### src/rtl/fetch_stage.sv
// -----------------------------------------------------------------------------
// fetch_stage
//   Instruction-fetch stage of the 5-stage pipelined CPU. Owns the PC, presents
//   it to instruction memory, and captures the returned word into the IF/ID
//   pipeline register. Sequences program start-up (IDLE -> LOAD -> RUN), honours
//   stall / flush / branch redirect, and parks in DONE once the PC runs past the
//   end of the program image.
//
// Ports
//   clk               in   1   system clock, rising edge
//   rst_n             in   1   synchronous active-low reset
//   start             in   1   begins a run when sampled high in IDLE
//   stall             in   1   hold PC and IF/ID
//   flush             in   1   load a bubble into IF/ID
//   branch_taken      in   1   redirect PC to branch_target
//   branch_target     in   32  redirect byte address (low two bits dropped)
//   imem_instruction  in   32  combinational instruction word for imem_address
//   imem_address      out  32  current PC
//   imem_startin      out  1   memory load strobe, high for the LOAD cycle only
//   ifid_pc4          out  32  PC+4 of the captured instruction
//   ifid_instruction  out  32  captured instruction, 0 (nop) for a bubble
//   ifid_valid        out  1   IF/ID holds a real instruction
//   halted            out  1   high while in DONE
// -----------------------------------------------------------------------------
module fetch_stage #(
  parameter logic [31:0] PC_RESET   = 32'd0,
  parameter logic [31:0] IMEM_BYTES = 32'd60
) (
  input  logic        clk,
  input  logic        rst_n,
  input  logic        start,
  input  logic        stall,
  input  logic        flush,
  input  logic        branch_taken,
  input  logic [31:0] branch_target,
  input  logic [31:0] imem_instruction,
  output logic [31:0] imem_address,
  output logic        imem_startin,
  output logic [31:0] ifid_pc4,
  output logic [31:0] ifid_instruction,
  output logic        ifid_valid,
  output logic        halted
);

  typedef enum logic [1:0] {
    IDLE = 2'd0,
    LOAD = 2'd1,
    RUN  = 2'd2,
    DONE = 2'd3
  } state_t;

  state_t      state_reg, state_next;
  logic [31:0] pc_reg, pc_next;
  logic [31:0] ifid_pc4_reg, ifid_pc4_next;
  logic [31:0] ifid_instr_reg, ifid_instr_next;
  logic        ifid_valid_reg, ifid_valid_next;

  logic [31:0] pc_plus4;
  logic [31:0] branch_pc;

  assign pc_plus4  = pc_reg + 32'd4;                   // wraps modulo 2^32
  assign branch_pc = {branch_target[31:2], 2'b00};     // word-align the redirect

  always_ff @(posedge clk) begin
    if (!rst_n) begin
      state_reg      <= IDLE;
      pc_reg         <= PC_RESET;
      ifid_pc4_reg   <= 32'd0;
      ifid_instr_reg <= 32'd0;
      ifid_valid_reg <= 1'b0;
    end else begin
      state_reg      <= state_next;
      pc_reg         <= pc_next;
      ifid_pc4_reg   <= ifid_pc4_next;
      ifid_instr_reg <= ifid_instr_next;
      ifid_valid_reg <= ifid_valid_next;
    end
  end

  always_comb begin
    // Defaults: stay put, PC holds, IF/ID takes a bubble.
    state_next      = state_reg;
    pc_next         = pc_reg;
    ifid_pc4_next   = 32'd0;
    ifid_instr_next = 32'd0;
    ifid_valid_next = 1'b0;

    case (state_reg)
      IDLE: begin
        pc_next = PC_RESET;
        if (start) begin
          state_next = LOAD;
        end
      end

      LOAD: begin
        pc_next    = PC_RESET;
        state_next = RUN;
      end

      RUN: begin
        if (branch_taken) begin
          pc_next = branch_pc;
        end else if (stall) begin
          pc_next = pc_reg;
        end else begin
          pc_next = pc_plus4;
        end

        // flush beats stall; a branch alone still captures the fetched word.
        if (!flush) begin
          if (stall) begin
            ifid_pc4_next   = ifid_pc4_reg;
            ifid_instr_next = ifid_instr_reg;
            ifid_valid_next = ifid_valid_reg;
          end else begin
            ifid_pc4_next   = pc_plus4;
            ifid_instr_next = imem_instruction;
            ifid_valid_next = 1'b1;
          end
        end

        // Judged on the PC we are about to present, so a redirect back into
        // the program keeps us running.
        state_next = (pc_next >= IMEM_BYTES) ? DONE : RUN;
      end

      DONE: begin
        // Memory is out of range here; only stall can keep IF/ID contents so
        // instructions already in flight can drain downstream.
        if (!flush && stall) begin
          ifid_pc4_next   = ifid_pc4_reg;
          ifid_instr_next = ifid_instr_reg;
          ifid_valid_next = ifid_valid_reg;
        end
        // A late branch resolved from before the end restarts fetching.
        if (branch_taken) begin
          pc_next    = branch_pc;
          state_next = (branch_pc >= IMEM_BYTES) ? DONE : RUN;
        end
      end

      default: begin
        state_next = IDLE;
        pc_next    = PC_RESET;
      end
    endcase
  end

  assign imem_address     = pc_reg;
  assign imem_startin     = (state_reg == LOAD);
  assign halted           = (state_reg == DONE);
  assign ifid_pc4         = ifid_pc4_reg;
  assign ifid_instruction = ifid_instr_reg;
  assign ifid_valid       = ifid_valid_reg;

endmodule

### config.mk
export PLATFORM = sky130hd
export DESIGN_NAME = fetch_stage
export DESIGN_NICKNAME = d
export VERILOG_FILES = /design/src/rtl/fetch_stage.sv
export SDC_FILE = /design/constraint.sdc
export NUM_CORES = 1
export LEC_CHECK = 0
export CAP_MARGIN = 5
export CORE_ASPECT_RATIO = 1.25
export CORE_MARGIN = 10
export CORE_UTILIZATION = 52
export CTS_BUF_LIST = sky130_fd_sc_hd__clkbuf_8
export DETAILED_ROUTE_END_ITERATION = 10
export PLACE_DENSITY = 0.93
export RECOVER_POWER = 50
export SETUP_SLACK_MARGIN = 0.15
export SKIP_CTS_REPAIR_TIMING = 1
export SLEW_MARGIN = 20
export SYNTH_ARGS = -nofsm -noshare
export SYNTH_HDL_FRONTEND = slang
export SYNTH_SLANG_ARGS = --single-unit
### constraint.sdc
create_clock -name clk -period 5.5 [get_ports clk]
set_clock_uncertainty 0.1 [all_clocks]
set_input_delay 1.375 -clock clk [delete_from_list [all_inputs] [get_ports clk]]
set_output_delay 1.375 -clock clk [all_outputs]
set_load 0.05 [all_outputs]
==> qor.txt <==
CTS Root Cell -> clkbuf_8
Die X -> 111 um
Pleak -> 2.65 nW
sequential element share of the synthesized area -> 36.8%
slowest cell on the critical path -> clkbuf_1
drc violations -> 0
CP top delay family -> buffers and inverters
Cell Chain, Critical Path -> dlygate4sd3_1 -> clkbuf_1 -> inv_1 -> and4_1 -> o21ai_0 -> nand4b_1 -> o22a_1 -> nor4_1 -> a31oi_1
CP Capture Type -> register
die height -> 134 um
Clock Sink Count -> 99
Final Max Slew Viols -> 67
worst slew pin tran -> 2.04 ns
final antenna-violating net count -> 0
post-synth cell types -> 58
Tmin final -> 4.41 ns
met2 wire len -> 8.87 mm
DR iter-0 viols -> 442
Crit Path Category -> input pin to register
Pwr Total -> 1.42 mW
Core Util, Final -> 70.7%
Area Overhead vs Synth -> 32.7%
cts bufs inserted -> 9
status -> complete, but fails checks
via/cell ratio -> 5.90
share of cells above drive strength 1 -> 4.95%
setup repair after global routing missed its margin -> no
WP buf/inv -> 3
mapped cell area -> 5390 um^2
Final GP Congestion -> 0.908
Setup TNS -> 0 ns
pre-CTS WS -> 1.35 ns
Peak supply drop -> 0.142 mV
Finished Cell Area -> 7150 um^2
Finish-stage setup viols -> 0
Mapped Cells -> 661
CTS clk-pin slew, worst paths -> 0.10 ns
first-pass GRT wire length -> 28.8 mm
fin worst setup slack -> 1.09 ns
initial antenna violation count -> 0
MaxCap Viol Count -> 1
Rel. slew slack -> -35.9%
fill count -> 797
register area -> 1980 um^2
Placed Area -> 7000 um^2
vias in the first global route -> 5330
Avg Inst Size Synth -> 8.15 um^2
Power Density -> 198 nW/um^2
Port Buf Inserts -> 166
crit path launch type -> input pin
Multi-input gate area -> 3090 um^2
Top Ports -> 169
Metal-1 WL -> 7.25 mm
die area -> 14900 um^2
row count -> 41
first drt pass iteration count -> 5
crit-path max cell delay -> 0.71 ns
Synth Warn # -> 0
initial core utilization -> 53.3%
crit path max fanout -> 20
pin count of the biggest net entering global routing -> 67
Synth Register Bits -> 99
Synth Flop Type -> dfxtp_1
FFs w/ async S/R, synth -> 0%
EDFF count, synth -> 0
Crit path arrival time -> 4.57 ns
CTS tree -> done
highest routed layer -> met4
diode count -> 0
wire per inst -> 19.8 um
Final nets -> 854
overall via count from detail_route -> 5414
H-tree depth -> 3
Total Routing Usage GR -> 23.2%
core area -> 10100 um^2
min-delay worst type -> register to register
failing checks -> capacitance limit, slew limit
Critical Path RT -> 5.66 ns
HPWL after detailed placement -> 13.8 mm
global route total overflow -> 0
Met3 Wirelength -> 1.54 mm
final count of hold timing violations -> 0
Post-Route WL -> 18.1 mm
period utilization -> 80.2%
fmax -> 227 MHz
clk buf depth -> 2
Mapped Nets -> 732
later-pin clock latency in the skew report -> 0.38 ns
-- power breakdown --
group	switching [mW]	internal (mW)	leakage, nW	total (mW)
sequential	0.0238	0.727	0.799	0.750
clock	0.277	0.168	0.0889	0.444
combinational	0.122	0.0986	1.76	0.221
-- per-stage QoR --
| step | cells | hold WS (ns) |
|---|---|---|
| after floorplan | 661 | 0.554 |
| after global placement | 901 | 0.358 |
| after detailed placement | 901 | 0.366 |
| after CTS | 917 | 0.377 |
| after global routing | 917 | 0.437 |
| final | 917 | 0.373 |
-- worst reg2reg max path, cell delays in order, from the launching register on --
cell and delay [ns]:
dfxtp_1 0.55, ha_1 0.37, nand3_1 0.21, nor4_1 0.65, nand3_1 0.36, nor3_1 0.31
xnor2_1 0.15, a31oi_1 0.10, nor4_1 0.34, a31oi_1 0.12
-- logic make-up (layout without fill, tap and decap cells) --
group	count (synthesis)	in the layout	share of synthesized area (%)
and+or+nand+nor	287	287	29.3
AOI/OAI and AO/OA	141	141	17.7
DFF	99	99	36.8
buffers and inverters	71	198	5.78
xor gates and xnor gates	57	57	9.27
muxes	5	5	0.952
adders and majority gates	1	1	0.232
-- cell usage after synthesis, drive strengths merged (3+ instances only) --
library cell	n	area share (%)
xor2	29	4.7
a31oi	4	0.46
o31ai	5	0.70
or3	4	0.56
nand4b	3	0.49
a21oi	31	2.9
inv	7	0.49
nand4	11	1.8
o22ai	4	0.46
nor2	64	4.5
o211ai	5	0.70
mux2i	4	0.74
nor4	15	2.3
buf	26	2.6
nor2b	66	7.7
clkbuf	38	2.6
dfxtp	99	37
nand2	56	3.9
nor3	27	2.8
xnor2	28	4.6
or2	4	0.46
o21ai	13	1.2
or4	3	0.56
nand3	17	1.8
and3	3	0.35
a311oi	4	0.65
nand2b	4	0.46
a22oi	63	8.8
-- per-layer routing --
layer | vias up | track usage, %
met5 | - | 0
li1 | 2566 | -
met2 | 283 | 39.6
met4 | 0 | 8.73
met3 | 35 | 5.67
met1 | 2530 | 27.6
-- cell type report --
cell class	count	area share [%]
clock buffer	9	1.73
clock inverter	7	0.735
inverter	7	0.368
multi-input combinational	491	43.2
sequential	99	27.7
tap	129	2.26
timing repair buffer	175	24.0
-- worst paths after layout --
check	from	to	slack, ns	depth (start not counted)
max	stall	state_reg[0]	1.09	9
min	ifid_pc4[16]	ifid_pc4[16]	0.37	2
max reg2reg	imem_address[2]	state_reg[0]	2.12	9
min reg2reg	ifid_pc4[16]	ifid_pc4[16]	0.37	2
-- cell usage in the layout, fill, tap and decap left out, drive strengths merged, types with 3 or more instances in the layout --
cell / count
nand2b: 4
xor2: 29
and3: 3
a31oi: 4
a21oi: 31
nor4: 15
o211ai: 5
o21ai: 13
o31ai: 5
o22ai: 4
buf: 5
nand4: 11
xnor2: 28
inv: 10
clkbuf: 13
dfxtp: 99
or2: 4
dlygate4sd3: 76
nand3: 17
a22oi: 63
or3: 4
nor3: 27
or4: 3
a311oi: 4
nor2: 64
nand4b: 3
nor2b: 66
clkdlybuf4s50: 90
mux2i: 4
nand2: 56
Note: power is estimated with default switching activity, not from simulation.
==> variant 1: new RTL, same flow settings <==
Re-encode `state_t` (4 states) as one-hot, 4 bits wide.
--- a/src/rtl/fetch_stage.sv
+++ b/src/rtl/fetch_stage.sv
@@ -43,9 +43,9 @@
 );
 
-  typedef enum logic [1:0] {
-    IDLE = 2'd0,
-    LOAD = 2'd1,
-    RUN  = 2'd2,
-    DONE = 2'd3
+  typedef enum logic [3:0] {
+    IDLE = 4'b0001,
+    LOAD = 4'b0010,
+    RUN  = 4'b0100,
+    DONE = 4'b1000
   } state_t;
 
Check against the original RTL: same outputs for any inputs over 10 cycles, from zero or initial values and one cycle with rst_n low; not proved beyond that.
==> variant 1 against the original RTL <==
  * Total power decreased by 7.7%
  * Non-clock buffer count decreased by 4
  * Sequential share of layout area decreased by 0.23 points
  * Synthesized area increased by 3.8%
  * Largest cell class unchanged
  * Critical endpoint is now state_reg[3]$_SDFFE_PN0P_
  * Sequential cell count increased by 2
  * Cell area increased by 2.9%
  * Count of clock-buffer cells in the layout increased by 1
  * Utilization decreased by 1.1 points
  * Setup slack got worse by 0.027 ns
  * Routed wire length increased by 8.5%
==> variant 1: results (changes against the original RTL) <==
[hold_path]
min_from = imem_address[0]$_SDFFE_PN0P_
holdPathEnd = imem_address[0]$_SDFFE_PN0P_
whs_path_depth = 1  ; -1

[global_route]
grt_pass1_wl_um = 30500  ; +5.8%
grt_start_max_net_pins = 78  ; +16%
grt_use_met2_pct = 40.6  ; +1.0 points
grt_use_met3_pct = 5.34  ; -0.33 points

[logic_synthesis]
synth_top_cells_by_area = dfxtp_1, a22oi_1, nor2b_1
syn_area_per_cell_um2 = 8.24  ; +1.1%

[cells_and_area]
multi_input_area_um2 = 3280  ; +6.4%
drive_above_1_share_pct = 3.75  ; -1.2 points
final_nets = 867  ; +1.5%
filler_cell_count = 865  ; +8.5%
stdcell_count = 933  ; +1.7%

[critical_path]
worstPathMaxFanout = 11  ; -45%
crit_slowest_cell = dlygate4sd3_1
arrival_ns = 4.60  ; +0.03 ns

[pwr]
p_sw_share_pct = 25.2  ; -4.6 points
p_leak_nw = 2.64  ; about the same

[route]
first_iter_violations = 711  ; +61%
met2_length_um = 9520  ; +7.3%
wl_um = 19700  ; +8.5%
met3_length_um = 1780  ; +16%

[placement]
dpl.hpwl_um = 14800  ; +7.4%

[status]
outcome = complete, no violations

[sta]
slew_headroom_pct = 39.0  ; +75 points

variant 1: logic make-up after synthesis:
family	synth area share, %
AOI/OAI and AO/OA	18.0
xor gates and xnor gates	8.15
adders and majority gates	0.224
buffers and inverters	5.17
DFF	36.2
muxes	2.35
and+or+nand+nor	29.9
variant 1: layout make-up:
cell class	count	share of cell area, %
Tap cell	132	2.25
Inverter	3	0.153
Timing Repair Buffer	171	22.9
Sequential cell	101	27.5
Clock buffer	10	1.87
Clock inverter	6	0.664
Multi-Input combinational cell	510	44.6
variant 1: worst max-delay path by stage:
stage / from / end / slack [ns] / cells past startpoint
final: stall / state_reg[3]$_SDFFE_PN0P_ / 1.06 / 8
after global routing: stall / state_reg[3]$_SDFFE_PN0P_ / 0.98 / 8
after CTS: state_reg[1]$_SDFFE_PN0P_ / halted / 1.21 / 3
after detailed placement: stall / state_reg[3]$_SDFFE_PN0P_ / 0.96 / 8
after global placement: stall / state_reg[3]$_SDFFE_PN0P_ / 1.02 / 8
after floorplan: state_reg[3]$_SDFFE_PN0P_ / imem_startin / 1.97 / 1
variant 1: power groups by stage:
| stage | registers [W] | logic, W | clock network [W] |
|---|---|---|---|
| finish | 0.000734 | 0.000116 | 0.000457 |
| global route | 0.000734 | 0.000122 | 0.000486 |
| CTS | 0.000734 | 0.000115 | 0.000459 |
| detailed placement | 0.000751 | 0.000114 | 0 |
| global placement | 0.000750 | 0.000112 | 0 |
| floorplan | 0.000751 | 0.0000457 | 0 |
variant 1: worst max-delay path, delay by kind of cell:
kind                   cells  cell delay (ns)
buffers and inverters      1             0.74
and+or+nand+nor            4             1.74
AOI/OAI and AO/OA          2             0.39
muxes                      1             0.36
==> variant 2: new RTL, config.mk and constraints unchanged <==
Without the edit above. Set the parameter `IMEM_BYTES` to 32'd30 (it was 32'd60).
--- a/src/rtl/fetch_stage.sv
+++ b/src/rtl/fetch_stage.sv
@@ -25,5 +25,5 @@
 module fetch_stage #(
   parameter logic [31:0] PC_RESET   = 32'd0,
-  parameter logic [31:0] IMEM_BYTES = 32'd60
+  parameter logic [31:0] IMEM_BYTES = 32'd30
 ) (
   input  logic        clk,
Behaviour: not the same (Yosys sat finds a counterexample within 4 cycles, from zero or initial values and one cycle with rst_n low).
==> variant 2 against the original RTL <==
  * The run still ends with max-capacitance violations, max-slew violations left
  * Sequential cell count stayed put
  * Setup slack better by 0.011 ns
  * Total power is 4.4% higher
  * Register-to-register slack better by 0.02 ns
  * Routed wire length is 1.7% higher
  * Cell area is 0.28% lower
  * Synthesized area is 2.0% lower
  * Combinational power is 4% lower
  * Maximum frequency is 0.25% higher
  * Highest routed layer unchanged
==> variant 2: results (changes against the original RTL) <==
[logic_synthesis]
synthTopCellsByCount = dfxtp_1, nor2b_1, a22oi_1
synth_nets = 711  ; -2.9%
synth_top_cells_by_area = dfxtp_1, a22oi_1, nor2b_1
syn_area_per_cell_um2 = 8.25  ; +1.2%
synth_cell_type_count = 59  ; +1.7%
ys.flop_type = dfxtp_1
synth_edf_count = 0  ; unchanged
ys_seq_area_share_pct = 37.5  ; +0.74 points

[critical_path]
arrival_ns = 4.58  ; about the same
slowest_delay_ns = 1.65  ; +0.94 ns
r2r_slack_ns = 2.14  ; +0.02 ns
cp-startpoint = rst_n
ff2ff_path_depth = 8  ; -1
endpoint = imem_address[18]$_SDFFE_PN0P_
worstPathMaxFanout = 69  ; +250%

[route]
post_drt_via_cell_ratio = 6.00  ; +1.6%
first_iter_violations = 482  ; +9.0%
wl_um = 18500  ; +1.7%

[pwr]
p_leak_nw = 2.56  ; -3.1%
power_frac_comb_pct = 14.4  ; -1.2 points
internal-power_w = 0.00106  ; +7.1%
ir_drop_uv = 149  ; +5.3%

[cells_and_area]
final_nets = 833  ; -2.5%
drive_above_1_share_pct = 5.08  ; +0.14 points
stdcell_count = 896  ; -2.3%

[placement]
gp_congestion = 0.971  ; +6.9%
placedCellCount = 880  ; -2.3%
dpl.hpwl_um = 13500  ; -1.7%

[global_route]
grt_pass1_vias = 5262  ; -1.3%
grt_pass1_wl_um = 28800  ; -0.24%
track_usage_pct = 24.4  ; +1.2 points
grt_start_max_net_pins = 70  ; +4.5%

[sta]
slew_headroom_pct = -56.0  ; -20 points
drv_slew = 70  ; +4.5%

[clock_tree]
cts.htree.levels = 3  ; unchanged

[hold_path]
hold_class = register to register

[status]
violations = max-capacitance violations, max-slew violations
outcome = complete, but fails checks

[flow_run]
maxCapViolations = 1  ; unchanged

variant 2: how the worst min path moves through the flow:
stage / startpoint / slack (ns) / cells past startpoint / to
finish: ifid_valid$_SDFFE_PN0P_ / 0.39 / 2 / ifid_valid$_SDFFE_PN0P_
global route: ifid_valid$_SDFFE_PN0P_ / 0.41 / 2 / ifid_valid$_SDFFE_PN0P_
detailed placement: ifid_valid$_SDFFE_PN0P_ / 0.37 / 2 / ifid_valid$_SDFFE_PN0P_
global placement: ifid_valid$_SDFFE_PN0P_ / 0.35 / 2 / ifid_valid$_SDFFE_PN0P_
CTS: ifid_valid$_SDFFE_PN0P_ / 0.38 / 2 / ifid_valid$_SDFFE_PN0P_
floorplan: state_reg[1]$_SDFFE_PN0P_ / 0.50 / 2 / ifid_valid$_SDFFE_PN0P_
variant 2: power by group through the flow:
stage,clock network (W),registers (W),logic [W]
2_1_floorplan,0,0.000779,0.0000976
3_3_place_gp,0,0.000764,0.000209
3_5_place_dp,0,0.000765,0.000211
4_1_cts,0.000518,0.000748,0.000212
5_1_grt,0.000547,0.000750,0.000226
6_report,0.000516,0.000749,0.000213
variant 2: per-stage QoR:
step / power (W) / area (µm²) / utilization [%] / worst slack [ns]
global route: 0.00152 / 7130 / 71.2 / 0.716
CTS: 0.00148 / 7130 / 71.3 / 1.46
global placement: 0.000972 / 6910 / 69.1 / 1.18
detailed placement: 0.000976 / 6910 / 69.1 / 1.18
finish: 0.00148 / 7130 / 71.2 / 1.10
floorplan: 0.000876 / 5280 / - / 2.20
variant 2: kinds of logic (layout without fill, tap and decap cells):
group,count (synthesis),count (layout),synth area share (%)
AO/OA/AOI/OAI,142,142,18.7
AND/OR/NAND/NOR,269,269,28.2
adder cells (fa/ha/maj),1,1,0.237
XOR/XNOR,55,55,9.12
flip-flops,99,99,37.5
multiplexers,4,4,0.758
buffers and inverters,70,197,5.50
variant 2: critical path, delay by kind of cell:
family / cells / cell delay [ns]
buf+inv: 3 / 2.70
compound gates: 1 / 0.34
simple gates: 1 / 0.11
variant 2: layout make-up:
type / instances / area (µm²)
Clock buffer: 11 / 151
Timing Repair Buffer: 176 / 1730
Multi-Input combinational cell: 471 / 3020
Inverter: 5 / 18.8
Sequential cell: 99 / 1980
Fill cell: 784 / 2880
Clock inverter: 5 / 66.3
Tap cell: 129 / 161
variant 2: metal layers:
metal / share of wire (%) / global-route usage, %
met4: 2.0 / 7.58
met1: 40 / 30.1
met3: 9.3 / 5.59
met5: 0 / 0
met2: 49 / 40.6
